==> src/rtl/instruction_fetch_unit.sv <==
// IF stage: owns the fetch PC, drives a 1-cycle-latency instruction memory and loads the IF/ID register.
// A 1-entry skid buffer catches the word that lands while decode is stalled.
module instruction_fetch_unit #(
  parameter logic [31:0] RESET_PC   = 32'h0000_0000,
  parameter int unsigned IMEM_AW    = 10,
  parameter bit          DELAY_SLOT = 1'b1
) (
  input  logic               Clk,
  input  logic               Rst_n,
  input  logic               ID_stall,
  input  logic               ID_redirect,
  input  logic [31:0]        ID_target,
  output logic               IMEM_En,
  output logic [IMEM_AW-1:0] IMEM_Addr,
  input  logic [31:0]        IMEM_Data,
  output logic [31:0]        IF_ID_Instruction,
  output logic [31:0]        IF_ID_PCPlus4,
  output logic               IF_ID_Valid,
  output logic [31:0]        IF_PC
);

  typedef enum logic [1:0] {
    BOOT = 2'd0,
    RUN  = 2'd1,
    HOLD = 2'd2
  } state_t;

  state_t      state;
  logic [31:0] fetch_pc;
  logic        req_pending;
  logic [31:0] req_pc;
  logic        skid_valid;
  logic [31:0] skid;
  logic [31:0] skid_pc;

  logic [31:0] target_al;
  logic        do_redirect;
  logic        w_valid;
  logic [31:0] w_instr;
  logic [31:0] w_pc;
  logic        load_w;

  assign target_al   = ID_target & 32'hFFFF_FFFC;
  assign do_redirect = (state != BOOT) && ID_redirect && !ID_stall;

  // Incoming word: skid has priority over the live memory response.
  assign w_valid = skid_valid || req_pending;
  assign w_instr = skid_valid ? skid : IMEM_Data;
  assign w_pc    = skid_valid ? skid_pc : req_pc;
  assign load_w  = w_valid && (DELAY_SLOT || !do_redirect);

  // Memory request is combinational so a redirect target is fetched in the resolving cycle.
  always_comb begin
    IMEM_En   = 1'b0;
    IMEM_Addr = fetch_pc[IMEM_AW+1:2];
    if (Rst_n && (state == BOOT || !ID_stall)) begin
      IMEM_En = 1'b1;
    end
    if (do_redirect) begin
      IMEM_Addr = target_al[IMEM_AW+1:2];
    end
  end

  assign IF_PC = fetch_pc;

  always_ff @(posedge Clk or negedge Rst_n) begin
    if (!Rst_n) begin
      state             <= BOOT;
      fetch_pc          <= RESET_PC;
      req_pending       <= 1'b0;
      req_pc            <= RESET_PC;
      skid_valid        <= 1'b0;
      skid              <= 32'd0;
      skid_pc           <= 32'd0;
      IF_ID_Instruction <= 32'd0;
      IF_ID_PCPlus4     <= 32'd0;
      IF_ID_Valid       <= 1'b0;
    end else begin
      case (state)
        BOOT: begin
          req_pc      <= fetch_pc;
          fetch_pc    <= fetch_pc + 32'd4;
          req_pending <= 1'b1;
          state       <= RUN;
        end
        default: begin
          if (ID_stall) begin
            if (req_pending) begin
              skid       <= IMEM_Data;
              skid_pc    <= req_pc;
              skid_valid <= 1'b1;
            end
            req_pending <= 1'b0;
            state       <= HOLD;
          end else begin
            state       <= RUN;
            skid_valid  <= 1'b0;
            req_pending <= 1'b1;
            if (do_redirect) begin
              req_pc   <= target_al;
              fetch_pc <= target_al + 32'd4;
            end else begin
              req_pc   <= fetch_pc;
              fetch_pc <= fetch_pc + 32'd4;
            end
            IF_ID_Valid <= load_w;
            if (load_w) begin
              IF_ID_Instruction <= w_instr;
              IF_ID_PCPlus4     <= w_pc + 32'd4;
            end
          end
        end
      endcase
    end
  end

endmodule

==> config.mk <==
export PLATFORM = sky130hd
export DESIGN_NAME = instruction_fetch_unit
export DESIGN_NICKNAME = d
export VERILOG_FILES = /design/src/rtl/instruction_fetch_unit.sv
export SDC_FILE = /design/constraint.sdc
export NUM_CORES = 1
export LEC_CHECK = 0
export CAP_MARGIN = 15
export CORE_ASPECT_RATIO = 0.5
export CORE_MARGIN = 8
export CORE_UTILIZATION = 34
export CTS_CLUSTER_DIAMETER = 200
export DETAILED_ROUTE_END_ITERATION = 8
export REMOVE_ABC_BUFFERS = 1
export SKIP_LAST_GASP = 1
export SYNTH_ARGS = -nofsm -noshare
export SYNTH_HDL_FRONTEND = slang
export SYNTH_SLANG_ARGS = --single-unit
==> constraint.sdc <==
create_clock -name Clk -period 3 [get_ports Clk]
set_clock_uncertainty 0.1 [all_clocks]
set_input_delay 0.6 -clock Clk [delete_from_list [all_inputs] [get_ports Clk]]
set_output_delay 0.6 -clock Clk [all_outputs]
set_load 0.02 [all_outputs]
== Yosys cells after proc, flatten, opt, wreduce, memory -nomap -nowiden ==
Index checks and enable logic that the tools add are counted.
Widths: inputs -> output; s select.

* Output and inout bits: 108
* Register bits: 197

* Reductions and logical operators: 12
* Multiplexer cells: 16
* Bitwise logic cells: 2
* Add/subtract/negate cells: 3
* Equality and inequality tests: 2

{| class="wikitable"
|+ Operators by type and width
! cell !! number
|-
| $mux 32 || 8
|-
| $add 32x3->32 const B || 3
|-
| $mux 10 || 1
|-
| $reduce_and 3->1 || 2
|-
| $mux 1 || 5
|-
| $mux 2 || 2
|-
| $ne 2x1->1 const B || 2
|-
| $reduce_and 2->1 || 2
|-
| $logic_and 1x1->1 || 3
|-
| $logic_not 2->1 || 1
|-
| $logic_or 1x1->1 || 2
|-
| $not 1->1 || 2
|-
| $reduce_bool 2->1 || 1
|-
| $logic_not 1->1 || 1
|}

== Logic depth before layout (Yosys ltp) ==
Gate-level depths: netlist (run 1).

* Depth in word-level cells: 6
* Depth in mapped cells: 13
* Mapped depth without buffers: 7

== Worst setup path before layout (run 1) ==
No wires, ideal clock.

* Path type: flip-flop to flip-flop
* From: register skid_valid
* To: register IF_ID_PCPlus4[26]
* Setup time: 0.083 ns
* Slack: 0.198 ns
* Data arrival time: 2.620 ns
* Cell stages (with the launch flop): 14
* Cell sequence: dfrtp_1 -> buf_6 -> buf_6 -> buf_2 -> buf_2 -> buf_2 -> mux2_2 -> ha_1 -> o21ai_1 -> nand2b_1 -> buf_2 -> nor3_1 -> xor2_1 -> o21ai_0

* Longest elaborated chain between the ends: 2
* Elaborated cells between the ends (all ways): 4
* Those cells by class: add/sub: 1; mux: 1; reduce/logical: 2

{| class="wikitable"
|+ Ends and longest elaborated chain
! element !! RTL line !! source
|-
| start, declared || 32 || <nowiki>logic skid_valid;</nowiki>
|-
| start signal, assigned || 72 || <nowiki>skid_valid <= 1'b0;</nowiki>
|-
| start signal, assigned || 91 || <nowiki>skid_valid <= 1'b1;</nowiki>
|-
| start signal, assigned || 97 || <nowiki>skid_valid <= 1'b0;</nowiki>
|-
| $mux 32 or $logic_or 1x1->1 (tied branches) || 49, 47 ||
|-
| $add 32x3->32 or $reduce_and 3->1 (tied branches) || -- ||
|-
| end signal, assigned || 109 || <nowiki>IF_ID_PCPlus4 <= w_pc + 32'd4;</nowiki>
|-
| end, declared || 17 || <nowiki>output logic [31:0] IF_ID_PCPlus4,</nowiki>
|}

Parallel ways exist; a longest one is shown, timed or not.
A chain may end at the register's enable or synchronous reset.

== Worst setup path in the final report (run 1) ==
* From: input port ID_redirect
* To: output port IMEM_Addr[6]

* Longest elaborated chain between the ends: 3

{| class="wikitable"
|+ Ends and longest elaborated chain
! element !! RTL line !! source
|-
| start, declared || 11 || <nowiki>input logic ID_redirect,</nowiki>
|-
| $logic_and 1x1->1 (2 in a row) || 44 || <nowiki>assign do_redirect = (state != BOOT) && ID_redirect && !ID_stall;</nowiki>
|-
| $mux 10 || 59 || <nowiki>if (do_redirect) begin</nowiki>
|-
| end, declared || 14 || <nowiki>output logic [IMEM_AW-1:0] IMEM_Addr,</nowiki>
|}

Every way passes these cells.

==> flow_summary.yaml, run 1 <==
detailed_routing:
  wl_per_cell_um: 18.8
  drcViolationCount: 0
  drt_iter0_drc: 724
  routed-via-count: 8698
  via_per_inst: 5.25
  drt_pre_antenna_iters: 5
  ant_nets: 0
  drt-total-wl_mm: 31.2
critical_path:
  regToRegSetupSlack_ns: 0.37
  path_common_cell: "nand2_1"
  worstPathMaxFanout: 4
  r2r_cells: 7
  cp-endpoint: "IMEM_Addr[6]"
  critical_path.startpoint: "ID_redirect"
  crit_path_end_kind: "primary output"
  crit_arrival_ns: 2.12
  cp_num_cells: 8
  slowest_delay_ns: 0.54
  path_delay_family: "buffers and inverters"
  r2r-end: "IF_ID_PCPlus4[12]$_DFFE_PN0P_"
  path_class: "in2out"
  start_kind: "primary input"
  r2r-start: "skid_valid$_DFFE_PN0P_"
  crit_required_ns: 2.30
  crit_slowest_cell: "clkdlybuf4s50_1"
  path_buf_inv: 4
  path_cells: "clkdlybuf4s50_1 -> inv_1 -> nor2_1 -> nand2_1 -> buf_4 -> nand2_1 -> nand2_1 -> dlygate4sd2_1"
yosys:
  yosys-top-cells-area: "dfrtp_1 46%, mux2_2 7.3%, nand2_1 6.3%"
  synth_xor_area_frac: 0.0549
  synth_common_cells: "192 x dfrtp_1, 174 x nand2_1, 85 x o21ai_0, 67 x mux2_2, 59 x nor2_1"
  synthAdderAreaFrac: 0.00362
  synth-seq-area-share: 0.463
  synth-seq-cells: 192
  netlist_area_um2: 10400
  synth_top_area_frac: 0.463
  synth_cell_types: 76
  async_reset_ff_frac: 1.00
  synth_compound_area_frac: 0.128
  synth-edff-count: 0
  synth_ff_type: "dfrtp_1"
  yosys.area.top_type: "dfrtp_1"
  postSynthAreaPerCell_um2: 9.65
  postSynthCellCount: 1075
  ys_warn_count: 0
  muxShareOfSynthArea: 0.128
  synth_top_family_by_area: "simple AND/OR/NAND/NOR gates"
  synthSimpleGateAreaFrac: 0.182
  synthMostInstantiatedCell: "dfrtp_1"
global_route:
  grt_pass1_vias: 8497
  grt_pass1_wl_mm: 49.7
  grt_usage: 0.167
  grt_start_max_net_pins: 142
  antenna_found_initial: 0
  grt-ovfl-total: 0
clock_tree:
  cts_tree: "done"
  cts_sinks: 192
  h-tree-depth: 4
  clkLatencyLatePin_ns: 0.45
  cts_buffer_depth: 2
  clkTransAtPathRegs_ns: 0.07
  cts-root-buf: "clkbuf_16"
  cts_buffers: 17
floorplan:
  core_area_um2: 30200
  dieArea_um2: 36700
  dieHeight_um: 140
  initial_core_util: 0.344
  dieWidth_um: 263
  row_count: 45
  io_pins: 176
run:
  drv_cap: 0
timing:
  relSlewSlack: 0.434
  rsz0062_at_grt: "false"
  post-route-min-period_ns: 2.82
  whs_ns: 0.140
  setup_viol: 0
  worstMarginPinSlew_ns: 0.849
  finalCritPeriodShare: 0.940
  report.final.slew_viol_count: 0
  max_freq_ghz: 0.355
  setup_tns_ns: 0
  finalHoldViolCount: 0
placement:
  place_congestion: 0.867
  hpwl_mm: 22.0
  numPortBuffers: 171
power:
  intPower_mw: 5.96
  p_clk_frac: 0.230
  switching_share: 0.371
  cellPowerDensity_nw_per_um2: 715
  p_comb_frac: 0.349
  ir_worst_vdd_v: 0.000315
  power.total_mw: 9.47
  p_leak_nw: 5.59
  power_switching_mw: 3.51
  pwr-share-seq: 0.421
cells_and_area:
  drive_gt1_frac: 0.141
  antenna_cells: 0
  layout.nets: 1316
  fin_util: 0.439
  area_growth_syn_to_layout_pct: 27.6
min_path:
  holdCritPathClass: "in2async"
run_status:
  outcome: "finished clean"
==> metal layers <==
layer | GRT usage | wire (µm)
met1 | 0.219 | 14200
met2 | 0.280 | 15300
met3 | 0.0262 | 1090
met4 | 0.0536 | 661
met5 | 0 | 0
==> layout by cell type (no fill, tap or decap), types with 4 or more instances in the layout <==
| cell type | instances |
|---|---|
| buf_4 | 46 |
| a31oi_1 | 24 |
| clkdlybuf4s50_1 | 159 |
| nand3_1 | 31 |
| clkbuf_16 | 17 |
| clkinv_4 | 4 |
| a211oi_1 | 4 |
| dfrtp_1 | 191 |
| nand2_1 | 173 |
| inv_1 | 12 |
| xor2_1 | 35 |
| buf_12 | 4 |
| a21oi_1 | 48 |
| nor2_1 | 57 |
| a22oi_1 | 10 |
| xnor2_1 | 30 |
| mux2_2 | 67 |
| dlymetal6s2s_1 | 9 |
| and3_1 | 24 |
| and4_1 | 7 |
| o21ai_1 | 5 |
| nor2b_1 | 4 |
| nor3_1 | 22 |
| nor4_1 | 6 |
| mux2i_1 | 57 |
| clkinv_2 | 4 |
| o22ai_1 | 11 |
| o21ai_0 | 85 |
| nand4_1 | 23 |
==> cells by family (layout without fill, tap and decap cells) <==
group | after synthesis | after routing
mux | 124 | 124
flops | 192 | 192
buf+inv | 85 | 267
compound gates | 222 | 222
fa+ha+maj | 3 | 3
xor+xnor | 65 | 65
simple gates | 383 | 383
other cells | 1 | 2
==> worst register-to-register path, cell delays in order, from the launching register on <==
cell,delay [ns]
dfrtp_4,0.60
mux2_2,0.40
ha_1,0.24
o21ai_1,0.23
nand2b_1,0.52
nor2_1,0.11
xnor2_1,0.20
o211ai_1,0.11
==> cell type report <==
cell class	instances	area, µm²
clock buffers	20	457
flip-flops and latches	192	4810
fillers	2881	16900
repair buffers	221	2160
clock inverters	12	86.3
inverters	14	52.6
well taps	399	499
multi-input cells	799	5180
==> per-stage QoR <==
| step | cells | instance area [µm²] | setup slack (ns) |
|---|---|---|---|
| final | 1657 | 13200 | 0.181 |
| after global routing | 1657 | 13200 | 0.134 |
| after detailed placement | 1622 | 12700 | -0.0883 |
| after CTS | 1657 | 13200 | 0.000663 |
| after global placement | 1622 | 12700 | -0.0536 |
| after floorplan | 1005 | 10000 | -3.48 |
==> sequential cells by signal, summed over array words and instances (netlist names) <==
name               flops
IF_ID_Instruction     32
skid_pc               31
req_pc                31
skid_valid             1
req_pending            1
skid                  32
IF_ID_PCPlus4         31
IF_PC                 30
IF_ID_Valid            1
state                  2
==> timing repair <==
item                       4_1_cts  5_1_grt
buffers inserted                 3        0
hold buffers                     0        0
pin swaps                        1        0
setup endpoints to repair       10        9
resized for setup                2        9
==> worst min path at each step <==
stage / to / slack, ns / cells past startpoint
finish: req_pc[6]$_DFFE_PN0N_ / 0.14 / 2
CTS: req_pc[6]$_DFFE_PN0N_ / 0.22 / 2
global placement: IF_ID_Instruction[28]$_DFFE_PN0P_ / 0.36 / 2
floorplan: IF_ID_Instruction[0]$_DFFE_PN0P_ / 0.20 / 0
global route: req_pc[6]$_DFFE_PN0N_ / 0.22 / 2
detailed placement: IF_ID_PCPlus4[7]$_DFFE_PN0P_ / 0.37 / 2
==> power by group through the flow <==
| stage | registers (mW) | clock network [mW] | logic [mW] |
|---|---|---|---|
| 5_1_grt | 4.09 | 2.34 | 3.58 |
| 3_3_place_gp | 3.98 | 0 | 3.30 |
| 6_report | 3.99 | 2.18 | 3.30 |
| 2_1_floorplan | 4.31 | 0 | 1.43 |
| 3_5_place_dp | 4.03 | 0 | 3.35 |
| 4_1_cts | 3.98 | 2.23 | 3.35 |
No activity file was read; power rests on OpenSTA's default activity.
==> inputs of run 2 (changes only) <==
--- a/config.mk
+++ b/config.mk
@@ -7,9 +7,10 @@
 export LEC_CHECK = 0
 export CAP_MARGIN = 15
 export CORE_ASPECT_RATIO = 0.5
-export CORE_MARGIN = 8
+export CORE_MARGIN = 2
 export CORE_UTILIZATION = 34
 export CTS_CLUSTER_DIAMETER = 200
+export CTS_CLUSTER_SIZE = 28
 export DETAILED_ROUTE_END_ITERATION = 8
 export REMOVE_ABC_BUFFERS = 1
 export SKIP_LAST_GASP = 1
==> flow_summary.yaml, run 2 (synthesized netlist as in run 1, its figures left out) <==
run_status:
  outcome: "finished clean"
power:
  intPower_mw: 6.22
  cellPowerDensity_nw_per_um2: 728
  switching_share: 0.360
  p_clk_frac: 0.254
  p_comb_frac: 0.335
  power_switching_mw: 3.49
  pwr-share-seq: 0.410
  ir_worst_vdd_v: 0.000310
  power.total_mw: 9.71
  p_leak_nw: 5.61
timing:
  setup_ws_ns: 0.203
  whs_ns: 0.0571
  finalHoldViolCount: 0
  report.final.slew_viol_count: 0
  relSlewSlack: 0.446
  post-route-min-period_ns: 2.80
  finalCritPeriodShare: 0.932
  max_freq_ghz: 0.357
  setup_viol: 0
  rsz0062_at_grt: "false"
  worstMarginPinSlew_ns: 0.830
floorplan:
  core_area_um2: 30200
  row_count: 45
  dieWidth_um: 251
  initial_core_util: 0.344
  dieArea_um2: 32000
  dieHeight_um: 128
  io_pins: 176
cells_and_area:
  layout.nets: 1316
  area_growth_syn_to_layout_pct: 28.5
  num-fill-cells: 2854
  drive_gt1_frac: 0.141
  final_common_cell: "dfrtp_1"
  multiInputGateArea_um2: 5180
  regArea_um2: 4810
  top_regs: "IF_ID_Instruction (32), skid (32)"
  antenna_cells: 0
  layout_common_cells: "191 x dfrtp_1, 173 x nand2_1, 159 x clkdlybuf4s50_1"
placement:
  place_ws_ns: -0.0905
  place_congestion: 0.854
  numPortBuffers: 171
  hpwl_mm: 21.1
clock_tree:
  cts-root-buf: "clkbuf_16"
  h-tree-depth: 4
  clkLatencyLatePin_ns: 0.45
  cts_tree: "done"
  cts_buffer_depth: 2
  cts_buffers: 17
  clkTransAtPathRegs_ns: 0.07
  cts_sinks: 192
critical_path:
  worstPathMaxFanout: 5
  start_kind: "primary input"
  crit_path_end_kind: "primary output"
  path_class: "in2out"
  slowest_delay_ns: 0.54
  crit_required_ns: 2.30
  path_common_cell: "nand2_1"
  crit_arrival_ns: 2.10
  crit_slowest_cell: "clkdlybuf4s50_1"
  path_delay_family: "buffers and inverters"
  path_cells: "clkdlybuf4s50_1 -> inv_1 -> nor2_1 -> nand2_1 -> buf_4 -> nand2_1 -> nand2_1 -> dlygate4sd2_1"
  path_buf_inv: 4
global_route:
  antenna_found_initial: 0
  gr-usage-met2: 0.314
  grt-ovfl-total: 0
  met3_usage: 0.0330
  grt_pass1_vias: 8552
  grt_usage: 0.189
  grt_busiest_layer: "met2"
  grt_pass1_wl_mm: 47.8
  grt_start_max_net_pins: 111
  met1_usage: 0.255
detailed_routing:
  drt-total-wl_mm: 29.9
  drt_iter0_drc: 673
  drcViolationCount: 0
  via_per_inst: 5.27
  drt_pre_antenna_iters: 5
  wl_per_cell_um: 18.1
  routed-via-count: 8729
  ant_nets: 0
min_path:
  holdCritPathClass: "in2async"
run:
  drv_cap: 0
==> run 2: cell count changes in the layout (fill, tap and decap cells not counted), moves of 2 or more <==
cell	before	now
bufinv_16	0	3
inv_6	1	3
buf_12	4	6
dlygate4sd2_1	2	6
clkinvlp_4	3	1
dlymetal6s2s_1	9	5
buf_4	46	44
clkinv_2	4	1
==> run 2: worst paths after layout <==
kind	startpoint	end	slack, ns	depth (start not counted)
max	ID_redirect	IMEM_Addr[9]	0.20	8
min	Rst_n	req_pc[5]$_DFFE_PN0N_	0.06	2
max reg2reg	skid_valid$_DFFE_PN0P_	IF_ID_PCPlus4[31]$_DFFE_PN0P_	0.40	9
min reg2reg	IF_ID_Instruction[1]$_DFFE_PN0P_	IF_ID_Instruction[1]$_DFFE_PN0P_	0.38	2
max in group asynchronous	Rst_n	IF_ID_Instruction[13]$_DFFE_PN0P_	1.59	3
min in group Clk	IF_ID_Instruction[1]$_DFFE_PN0P_	IF_ID_Instruction[1]$_DFFE_PN0P_	0.38	2
==> run 2: final cells by class <==
class,instances,share of cell area
clock buffer,19,0.0340
clock inverter,13,0.0131
inverter,14,0.00394
multi-input combinational,799,0.388
sequential,192,0.361
tap,399,0.0374
timing repair buffer,221,0.163
==> run 2: power groups by stage <==
stage | registers, mW | clock network [mW] | logic [mW]
floorplan | 4.31 | 0 | 1.43
global placement | 3.99 | 0 | 3.25
CTS | 3.98 | 2.51 | 3.30
finish | 3.99 | 2.47 | 3.26
global route | 4.09 | 2.62 | 3.55
detailed placement | 4.03 | 0 | 3.30
==> run 2: through the flow <==
step / instances / TNS (ns) / util / cell area, µm²
2_1_floorplan: 1005 / -309.55 / - / 10000
3_3_place_gp: 1623 / -0.137 / 0.420 / 12700
3_5_place_dp: 1623 / -0.509 / 0.420 / 12700
4_1_cts: 1657 / -0.0260 / 0.441 / 13300
5_1_grt: 1657 / 0 / 0.442 / 13300
6_report: 1657 / 0 / 0.442 / 13300
==> run 2: timing repair <==
item | 4_1_cts | 5_1_grt
buffers inserted | 2 | 0
hold buffers | 0 | 0
pin swaps | 1 | 0
setup endpoints to repair | 10 | 5
resized for setup | 6 | 5
==> run 2: per-layer routing <==
metal,wire length (µm),share of wire
met1,13700,0.46
met2,14600,0.49
met3,1110,0.037
met4,514,0.017
met5,0,0
